===== src/rtl/lcd_init_seq_if.sv =====
// Word handshake between the LCD init sequencer and the byte-level SPI writer.
interface lcd_init_seq_if;
  logic [8:0] data;
  logic       en_write;
  logic       wr_done;

  modport master (output data, output en_write, input  wr_done);
  modport slave  (input  data, input  en_write, output wr_done);
endinterface


===== src/rtl/lcd_init_seq.sv =====
// Power-up sequencer for the SPI LCD: panel hardware reset, then a fixed
// command/data table streamed word by word to the SPI writer with datasheet delays.
module lcd_init_seq #(
  parameter int CLK_PER_MS  = 50000,
  parameter int T_RST_MS    = 10,
  parameter int T_SLPOUT_MS = 120,
  parameter int WR_TIMEOUT  = 1023
) (
  input  logic           sys_clk_50MHz,
  input  logic           sys_rst,
  input  logic           start,
  lcd_init_seq_if.master wr_if,
  output logic           lcd_rst,
  output logic           busy,
  output logic           init_done,
  output logic           err
);

  localparam int MS_MAX = (T_RST_MS > T_SLPOUT_MS) ? T_RST_MS : T_SLPOUT_MS;
  localparam int PRE_W  = (CLK_PER_MS > 1) ? $clog2(CLK_PER_MS) : 1;
  localparam int MS_W   = (MS_MAX > 1) ? $clog2(MS_MAX) : 1;
  localparam int WT_W   = (WR_TIMEOUT > 1) ? $clog2(WR_TIMEOUT) : 1;

  localparam logic [PRE_W-1:0] PRE_LAST    = PRE_W'(CLK_PER_MS - 1);
  localparam logic [MS_W-1:0]  RST_MS_LAST = MS_W'(T_RST_MS - 1);
  localparam logic [MS_W-1:0]  SLP_MS_LAST = MS_W'(T_SLPOUT_MS - 1);
  localparam logic [WT_W-1:0]  WT_LAST     = WT_W'(WR_TIMEOUT - 1);
  localparam logic [2:0]       LAST_IDX    = 3'd6;

  typedef enum logic [2:0] {
    S_IDLE      = 3'd0,
    S_RST_LOW   = 3'd1,
    S_RST_WAIT  = 3'd2,
    S_SEND      = 3'd3,
    S_WAIT_DONE = 3'd4,
    S_DELAY     = 3'd5,
    S_DONE      = 3'd6
  } state_e;

  state_e           state_q, state_d;
  logic [2:0]       idx_q, idx_d;
  logic [8:0]       data_q, data_d;
  logic             en_write_q, en_write_d;
  logic             lcd_rst_q, lcd_rst_d;
  logic             busy_q, busy_d;
  logic             init_done_q, init_done_d;
  logic             err_q, err_d;
  logic [PRE_W-1:0] pre_q, pre_d;
  logic [MS_W-1:0]  ms_q, ms_d;
  logic [WT_W-1:0]  wt_q, wt_d;

  logic             pre_wrap_s;
  logic [PRE_W-1:0] pre_nxt_s;
  logic [MS_W-1:0]  ms_nxt_s;
  logic             rst_elapsed_s;
  logic             slp_elapsed_s;

  function automatic logic [8:0] init_word(input logic [2:0] i);
    case (i)
      3'd0:    init_word = 9'h011;
      3'd1:    init_word = 9'h036;
      3'd2:    init_word = 9'h100;
      3'd3:    init_word = 9'h03A;
      3'd4:    init_word = 9'h105;
      3'd5:    init_word = 9'h021;
      3'd6:    init_word = 9'h029;
      default: init_word = 9'h000;
    endcase
  endfunction

  // Shared millisecond timebase for the reset and sleep-out waits
  assign pre_wrap_s    = (pre_q == PRE_LAST);
  assign pre_nxt_s     = pre_wrap_s ? {PRE_W{1'b0}} : pre_q + PRE_W'(1);
  assign ms_nxt_s      = pre_wrap_s ? ms_q + MS_W'(1) : ms_q;
  assign rst_elapsed_s = pre_wrap_s && (ms_q == RST_MS_LAST);
  assign slp_elapsed_s = pre_wrap_s && (ms_q == SLP_MS_LAST);

  // Next-state and registered-output logic
  always_comb begin
    state_d     = state_q;
    idx_d       = idx_q;
    data_d      = data_q;
    en_write_d  = 1'b0;
    lcd_rst_d   = lcd_rst_q;
    busy_d      = busy_q;
    init_done_d = init_done_q;
    err_d       = err_q;
    pre_d       = pre_q;
    ms_d        = ms_q;
    wt_d        = wt_q;

    case (state_q)
      S_IDLE, S_DONE: begin
        if (start) begin
          state_d     = S_RST_LOW;
          lcd_rst_d   = 1'b0;
          busy_d      = 1'b1;
          init_done_d = 1'b0;
          err_d       = 1'b0;
          idx_d       = 3'd0;
        end else begin
          state_d = state_q;
        end
      end
      S_RST_LOW: begin
        pre_d = pre_nxt_s;
        ms_d  = ms_nxt_s;
        if (rst_elapsed_s) begin
          state_d   = S_RST_WAIT;
          lcd_rst_d = 1'b1;
        end else begin
          lcd_rst_d = 1'b0;
        end
      end
      S_RST_WAIT: begin
        pre_d = pre_nxt_s;
        ms_d  = ms_nxt_s;
        if (rst_elapsed_s) begin
          state_d = S_SEND;
        end else begin
          state_d = state_q;
        end
      end
      S_SEND: begin
        data_d     = init_word(idx_q);
        en_write_d = 1'b1;
        state_d    = S_WAIT_DONE;
      end
      S_WAIT_DONE: begin
        wt_d = wt_q + WT_W'(1);
        // A completion on the very last allowed cycle still wins over the timeout
        if (wr_if.wr_done) begin
          if (idx_q == 3'd0) begin
            state_d = S_DELAY;
          end else if (idx_q == LAST_IDX) begin
            state_d     = S_DONE;
            busy_d      = 1'b0;
            init_done_d = 1'b1;
          end else begin
            idx_d   = idx_q + 3'd1;
            state_d = S_SEND;
          end
        end else if (wt_q == WT_LAST) begin
          state_d     = S_IDLE;
          err_d       = 1'b1;
          busy_d      = 1'b0;
          init_done_d = 1'b0;
        end else begin
          state_d = state_q;
        end
      end
      S_DELAY: begin
        pre_d = pre_nxt_s;
        ms_d  = ms_nxt_s;
        if (slp_elapsed_s) begin
          idx_d   = 3'd1;
          state_d = S_SEND;
        end else begin
          state_d = state_q;
        end
      end
      default: begin
        state_d   = S_IDLE;
        busy_d    = 1'b0;
        lcd_rst_d = 1'b1;
      end
    endcase

    // Every timed state starts counting from zero
    pre_d = (state_d != state_q) ? {PRE_W{1'b0}} : pre_d;
    ms_d  = (state_d != state_q) ? {MS_W{1'b0}}  : ms_d;
    wt_d  = (state_d != state_q) ? {WT_W{1'b0}}  : wt_d;
  end

  // State, counters and output registers
  always_ff @(posedge sys_clk_50MHz or posedge sys_rst) begin
    if (sys_rst) begin
      state_q     <= S_IDLE;
      idx_q       <= 3'd0;
      data_q      <= 9'h000;
      en_write_q  <= 1'b0;
      lcd_rst_q   <= 1'b1;
      busy_q      <= 1'b0;
      init_done_q <= 1'b0;
      err_q       <= 1'b0;
      pre_q       <= {PRE_W{1'b0}};
      ms_q        <= {MS_W{1'b0}};
      wt_q        <= {WT_W{1'b0}};
    end else begin
      state_q     <= state_d;
      idx_q       <= idx_d;
      data_q      <= data_d;
      en_write_q  <= en_write_d;
      lcd_rst_q   <= lcd_rst_d;
      busy_q      <= busy_d;
      init_done_q <= init_done_d;
      err_q       <= err_d;
      pre_q       <= pre_d;
      ms_q        <= ms_d;
      wt_q        <= wt_d;
    end
  end

  assign wr_if.data     = data_q;
  assign wr_if.en_write = en_write_q;
  assign lcd_rst        = lcd_rst_q;
  assign busy           = busy_q;
  assign init_done      = init_done_q;
  assign err            = err_q;

endmodule


===== src/flat_wrapper.sv =====
// flat-port wrapper written by rule: the top's interface ports become plain ports
module lcd_init_seq_flat 
#(
  parameter int CLK_PER_MS  = 50000,
  parameter int T_RST_MS    = 10,
  parameter int T_SLPOUT_MS = 120,
  parameter int WR_TIMEOUT  = 1023
)
  (sys_clk_50MHz, sys_rst, start, lcd_rst, busy, init_done, err, wr_if_data, wr_if_en_write, wr_if_wr_done);
  lcd_init_seq_if wr_if_i ();
  input  logic sys_clk_50MHz;
  input  logic sys_rst;
  input  logic start;
  output logic lcd_rst;
  output logic busy;
  output logic init_done;
  output logic err;
  output wire logic [$bits(wr_if_i.data)-1:0] wr_if_data;
  output wire logic [$bits(wr_if_i.en_write)-1:0] wr_if_en_write;
  input wire logic [$bits(wr_if_i.wr_done)-1:0] wr_if_wr_done;
  assign wr_if_data = wr_if_i.data;
  assign wr_if_en_write = wr_if_i.en_write;
  assign wr_if_i.wr_done = wr_if_wr_done;
  lcd_init_seq #(.CLK_PER_MS(CLK_PER_MS), .T_RST_MS(T_RST_MS), .T_SLPOUT_MS(T_SLPOUT_MS), .WR_TIMEOUT(WR_TIMEOUT)) u_core (.sys_clk_50MHz(sys_clk_50MHz), .sys_rst(sys_rst), .start(start), .wr_if(wr_if_i), .lcd_rst(lcd_rst), .busy(busy), .init_done(init_done), .err(err));
endmodule

===== config.mk =====
export PLATFORM = sky130hd
export DESIGN_NAME = lcd_init_seq_flat
export DESIGN_NICKNAME = d
export VERILOG_FILES = /design/src/rtl/lcd_init_seq_if.sv /design/src/rtl/lcd_init_seq.sv /design/src/flat_wrapper.sv
export SDC_FILE = /design/constraint.sdc
export NUM_CORES = 1
export LEC_CHECK = 0
export ABC_CLOCK_PERIOD_IN_PS = 3000
export CORE_MARGIN = 2
export CORE_UTILIZATION = 59
export CTS_CLUSTER_SIZE = 10
export DETAILED_ROUTE_END_ITERATION = 10
export GPL_TIMING_DRIVEN = 0
export HOLD_SLACK_MARGIN = 0.12
export PLACE_DENSITY = 0.79
export SLEW_MARGIN = 20
export SYNTH_ARGS = -nofsm -noshare
export SYNTH_HDL_FRONTEND = slang
export SYNTH_SLANG_ARGS = --single-unit

===== constraint.sdc =====
create_clock -name sys_clk_50MHz -period 3 [get_ports sys_clk_50MHz]
set_clock_uncertainty 0.1 [all_clocks]
set_input_delay 0.9 -clock sys_clk_50MHz [delete_from_list [all_inputs] [get_ports sys_clk_50MHz]]
set_output_delay 0.9 -clock sys_clk_50MHz [all_outputs]
set_load 0.01 [all_outputs]

# == Yosys cells after proc, flatten, opt, wreduce, memory -nomap -nowiden ==
# Index checks and enable logic that the tools add are counted.
# Widths: inputs -> output; s select.
# word_totals
register_bits,53
inputBits,4
output_inout_bits,14
elab_cells,104
# op_classes
addsub,4
n_eq_ne,27
muxes,41
n_bitwise,2
reduce_logical,19
# op_table
cell,n
$pmux 9 s7,1
$mux 16,3
$mux 3,13
$mux 7,3
$mux 10,2
$eq 3x3->1 const B,6
$pmux 3 s6,1
$add 16x1->16 const B,1
$eq 16x16->1 const B,1
$mux 1,13
$eq 3x2->1 const B,4
$add 10x1->10 const B,1
$eq 10x10->1 const B,1
$ne 2x2->1 const B,5
$reduce_and 5->1,2
$pmux 3 s3,1
$reduce_bool 2->1,4
$reduce_or 4->1,2
$add 7x1->7 const B,1
$eq 7x4->1 const B,1
$eq 7x7->1 const B,1
$eq 3x1->1 const B,2
$logic_not 3->1,2
$ne 3x2->1 const B,2
14 further kinds,20

# == Depth between registers and ports, before layout ==
# depth
word_depth,8
depth_mapped,10
mapped_depth_nobuf,8

# == Worst setup path before layout ==
# Ideal clock, no wire load.
# synth_path
path_type,input-to-reg
startpoint,input wr_if_wr_done
endpoint,register u_core.pre_q[8]
setup_ns,0.078
arrival_time_ns,2.570
t_required_ns,2.822
setup_slack_ns,0.251
cell_stages,7
path_buffers,2
cell_sequence,clkbuf_1 > or4_4 > nand3_2 > a311oi_4 > buf_6 > or4_1 > a21oi_1
# synth_between
elab_chain_cells,4
elab_cells_between_ends,5
classes_between,eq/ne: 1; mux: 3; reduce/logical: 1
# synth_lines
element,line,rtl
start: declaration,flat_wrapper.sv:20,input wire logic [$bits(wr_if_i.wr_done)-1:0] wr_if_wr_done;
$mux 3 (*),lcd_init_seq.sv:132,if (wr_if.wr_done) begin
$pmux 3 s6 (*),lcd_init_seq.sv:92,case (state_q)
$ne 3x3->1 (*),lcd_init_seq.sv:170,pre_d = (state_d != state_q) ? {PRE_W{1'b0}} : pre_d;
$mux 16 / $reduce_bool 2->1 (equally long branches),-,
end signal: assignment,lcd_init_seq.sv:186,pre_q <= {PRE_W{1'b0}};
end signal: assignment,lcd_init_seq.sv:198,pre_q <= pre_d;
end: declaration,lcd_init_seq.sv:48,"logic [PRE_W-1:0] pre_q, pre_d;"
# Mark *: on every way between the ends. The rest lies on a longest branch, timed or not.
# A chain may end at the register's enable or synchronous reset.

# == Worst setup path in the final report ==
# layout_path
startpoint,register u_core.state_q[0]
endpoint,register u_core.pre_q[2]
# layout_between
elab_chain_cells,5
elab_cells_between_ends,19
classes_between,eq/ne: 7; mux: 8; reduce/logical: 4
# layout_lines
element,line,rtl
start: declaration,lcd_init_seq.sv:40,"state_e state_q, state_d;"
start signal: assignment,lcd_init_seq.sv:190,state_q <= state_d;
"$eq 3x3->1, or another cell as far along",lcd_init_seq.sv:92,
$reduce_or 2->1 / $mux 3 (equally long branches),"lcd_init_seq.sv:92, lcd_init_seq.sv:132",
$pmux 3 s6,lcd_init_seq.sv:92,
$ne 3x3->1,lcd_init_seq.sv:170,
$mux 16 / $reduce_bool 2->1 (equally long branches),-,
# Several ways; a longest one is shown, not always the timed one.

==> metrics.md <==
| Metric | Value |
|---|---|
| Number of global-route vias before repair | `2150` |
| FMAX | `381 MHz` |
| Post-synth top flop | `dfrtp_1` |
| Most frequent cells in the layout | `dfrtp_1, nor2_1, nand2_1, a21oi_1` |
| Met3 wire length | `175 um` |
| Met2 wire length | `2.67 mm` |
| Total power | `1.15 mW` |
| CTS tree | `yes` |
| First-pass GRT wire length | `10.0 mm` |
| Area of the core | `4790 um2` |
| Fin nets | `361` |
| Post-CTS Setup Bufs | `0` |
| Detail Route Antenna Nets | `0` |
| Highest Signal Layer | `met4` |
| PwrDens | `351 nW/um2` |
| Vias post-DR | `2414` |
| Crit Path Max Fanout | `10` |
| # IOs | `18` |
| Post-CTS Resized | `0` |
| Crit path arrival time | `2.70 ns` |
| Syn avg cell area | `9.10 um2` |
| CTS buffer count | `5` |
| Die area | `5590 um2` |
| Pre-CTS setup slack | `0.0754 ns` |
| Starting density of the core | `0.618` |
| Yosys warning total | `0` |
| Tcrit/Tclk final | `0.875` |
| Worst min-delay path class | `flip-flop to flip-flop` |
| Slew HR | `0.623` |
| Setup Crit Path Kind | `flip-flop to flip-flop` |
| Mapped Area | `2960 um2` |
| FILL cells | `411` |
| Post-synth EDFFs | `0` |
| WP data required | `3.08 ns` |
| Commonest non-fill, non-tap cell in the layout | `dfrtp_1` |
| Distinct cells, synth | `60` |
| Routed Wire Length | `5.86 mm` |
| Max rail drop VDD | `0.215 mV` |
| Sequential area share after synthesis | `0.432` |
| N_diodes | `0` |
| Worst setup SP type | `flip-flop` |
| Starting DRT DRC Count | `120` |
| Vias per cell | `5.82` |
| Worst Tran Pin Value | `0.565 ns` |
| Largest net degree at the start of global routing | `27` |
| Critical path capture point type | `flip-flop` |
| DP Wirelength | `4.28 mm` |
| Placed cell area | `3190 um2` |
| Core occupancy in the finished layout | `0.688` |
| Die X-Extent | `74.8 um` |
| Mapped Cells | `325` |
| GP Congestion | `0.902` |
| # DRC | `0` |
| CTS clk-pin slew, worst paths | `0.09 ns` |
| Depth of the CTS H-tree | `2` |
| # hold bufs at CTS | `0` |
| Area added between synthesis and finish | `11.4%` |
| Slew Viols, Final | `0` |
| Fin cells | `415` |
| Layout cell share with drive strength beyond 1 | `0.0833` |
| Met1 Wirelength | `2.96 mm` |
| Flops & latches, synth | `51` |
| Die Y | `74.8 um` |
| Placed Cells | `407` |
| Maxcap violations | `0` |
| CTS sink cnt | `51` |
| Post-synth ARST share | `1.00` |
| Min setup slack post-route | `0.376 ns` |
| CTS root buf | `clkbuf_8` |
| Final Cell Area | `3290 um2` |
| Worst skew pair latency | `0.31 ns` |
| Run status | `finished clean` |
| RSZ-0062 raised after global routing | `no` |
| WL per Instance | `14.1 um` |
| Final setup vio count | `0` |
| GRT Total Usage | `0.230` |
| Rows | `25` |
| Port Buf Inserts | `13` |
| Final Hold Vio Count | `0` |
| Drt pass-1 iters | `4` |
| Crit path time final | `2.62 ns` |
| GRT Residual Overflow | `0` |
| Leak Pwr | `1.44 nW` |
| CTS max path bufs | `2` |
| Antenna violations before repair | `0` |
-- synthesized netlist by cell type (3+ instances only) --
library cell | number | area, um2
o21ai_1 | 3 | 15.0
o21ai_0 | 11 | 55.1
a21oi_1 | 20 | 100
o31ai_1 | 10 | 75.1
nor2b_1 | 3 | 18.8
o22ai_1 | 3 | 18.8
xor2_1 | 13 | 114
dfrtp_1 | 50 | 1250
ha_1 | 10 | 125
mux2i_1 | 4 | 40.0
nand4_1 | 10 | 62.6
xnor2_1 | 4 | 35.0
nand3_1 | 9 | 45.0
and3_1 | 6 | 37.5
a31oi_1 | 3 | 18.8
nand2_1 | 34 | 128
or4_1 | 9 | 67.6
nor3_1 | 7 | 35.0
clkbuf_1 | 12 | 45.0
inv_1 | 13 | 48.8
nor2_1 | 43 | 161
-- cell type report --
class	count	area, um2	area share
Multi-Input combinational cell	244	1550	0.470
Sequential cell	51	1280	0.388
Timing Repair Buffer	14	150	0.0456
Clock buffer	8	100	0.0304
Tap cell	67	83.8	0.0254
Buffer	17	81.3	0.0247
Inverter	14	52.6	0.0160
-- metrics by stage --
stage	setup TNS (ns)	hold slack, ns
final	0	0.381
after global routing	0	0.418
after CTS	0	0.388
after detailed placement	0	0.366
after global placement	-10.78	0.362
after floorplan	0	0.404
-- sequential cells by signal (all words and copies together) (netlist names), 3 cells and up --
| register | count |
|---|---|
| u_core.idx_q | 3 |
| u_core.state_q | 3 |
| u_core.wt_q | 10 |
| u_core.wr_if.data | 7 |
| u_core.ms_q | 7 |
| u_core.pre_q | 16 |
-- worst paths after layout --
path,startpoint,end,slack [ns],depth (start not counted)
max,u_core.state_q[0],u_core.pre_q[2],0.38,7
min,u_core.wr_if.data[2],u_core.wr_if.data[2],0.38,2
max reg2reg,u_core.state_q[0],u_core.pre_q[2],0.38,7
min reg2reg,u_core.wr_if.data[2],u_core.wr_if.data[2],0.38,2
max in group asynchronous,sys_rst,u_core.wt_q[6],1.40,3
min in group asynchronous,sys_rst,u_core.pre_q[8],0.87,2
-- layer usage --
metal	GRT usage	vias to the layer above
met5	0	-
met4	0.0536	0
met3	0.0428	6
met2	0.351	41
met1	0.343	1173
li1	-	1194
-- critical path, stage by stage (launching register included) --
cell,delay (ns)
dfrtp_1,0.44
clkbuf_1,0.38
nor2b_1,0.32
a21oi_1,0.18
or2_2,0.35
nand4_1,0.18
clkbuf_1,0.43
nor2_1,0.11
-- kinds of logic (layout without fill, tap and decap cells) --
group           count (synthesis)  count (layout)  synth area share
compound gates                 69              69             0.160
fa+ha+maj                      10              10            0.0423
other cells                     1               2           0.00127
xor+xnor                       17              17            0.0504
simple gates                  140             140             0.248
mux                             6               6            0.0212
flops                          51              51             0.432
buf+inv                        31              53            0.0453
-- report_power, final --
group | total [mW] | switching (mW) | internal, mW
registers | 0.690 | 0.00108 | 0.689
logic | 0.0337 | 0.0216 | 0.0121
clock network | 0.431 | 0.220 | 0.211
total | 1.15 | 0.243 | 0.912
Power figures use the tool's default switching activity.
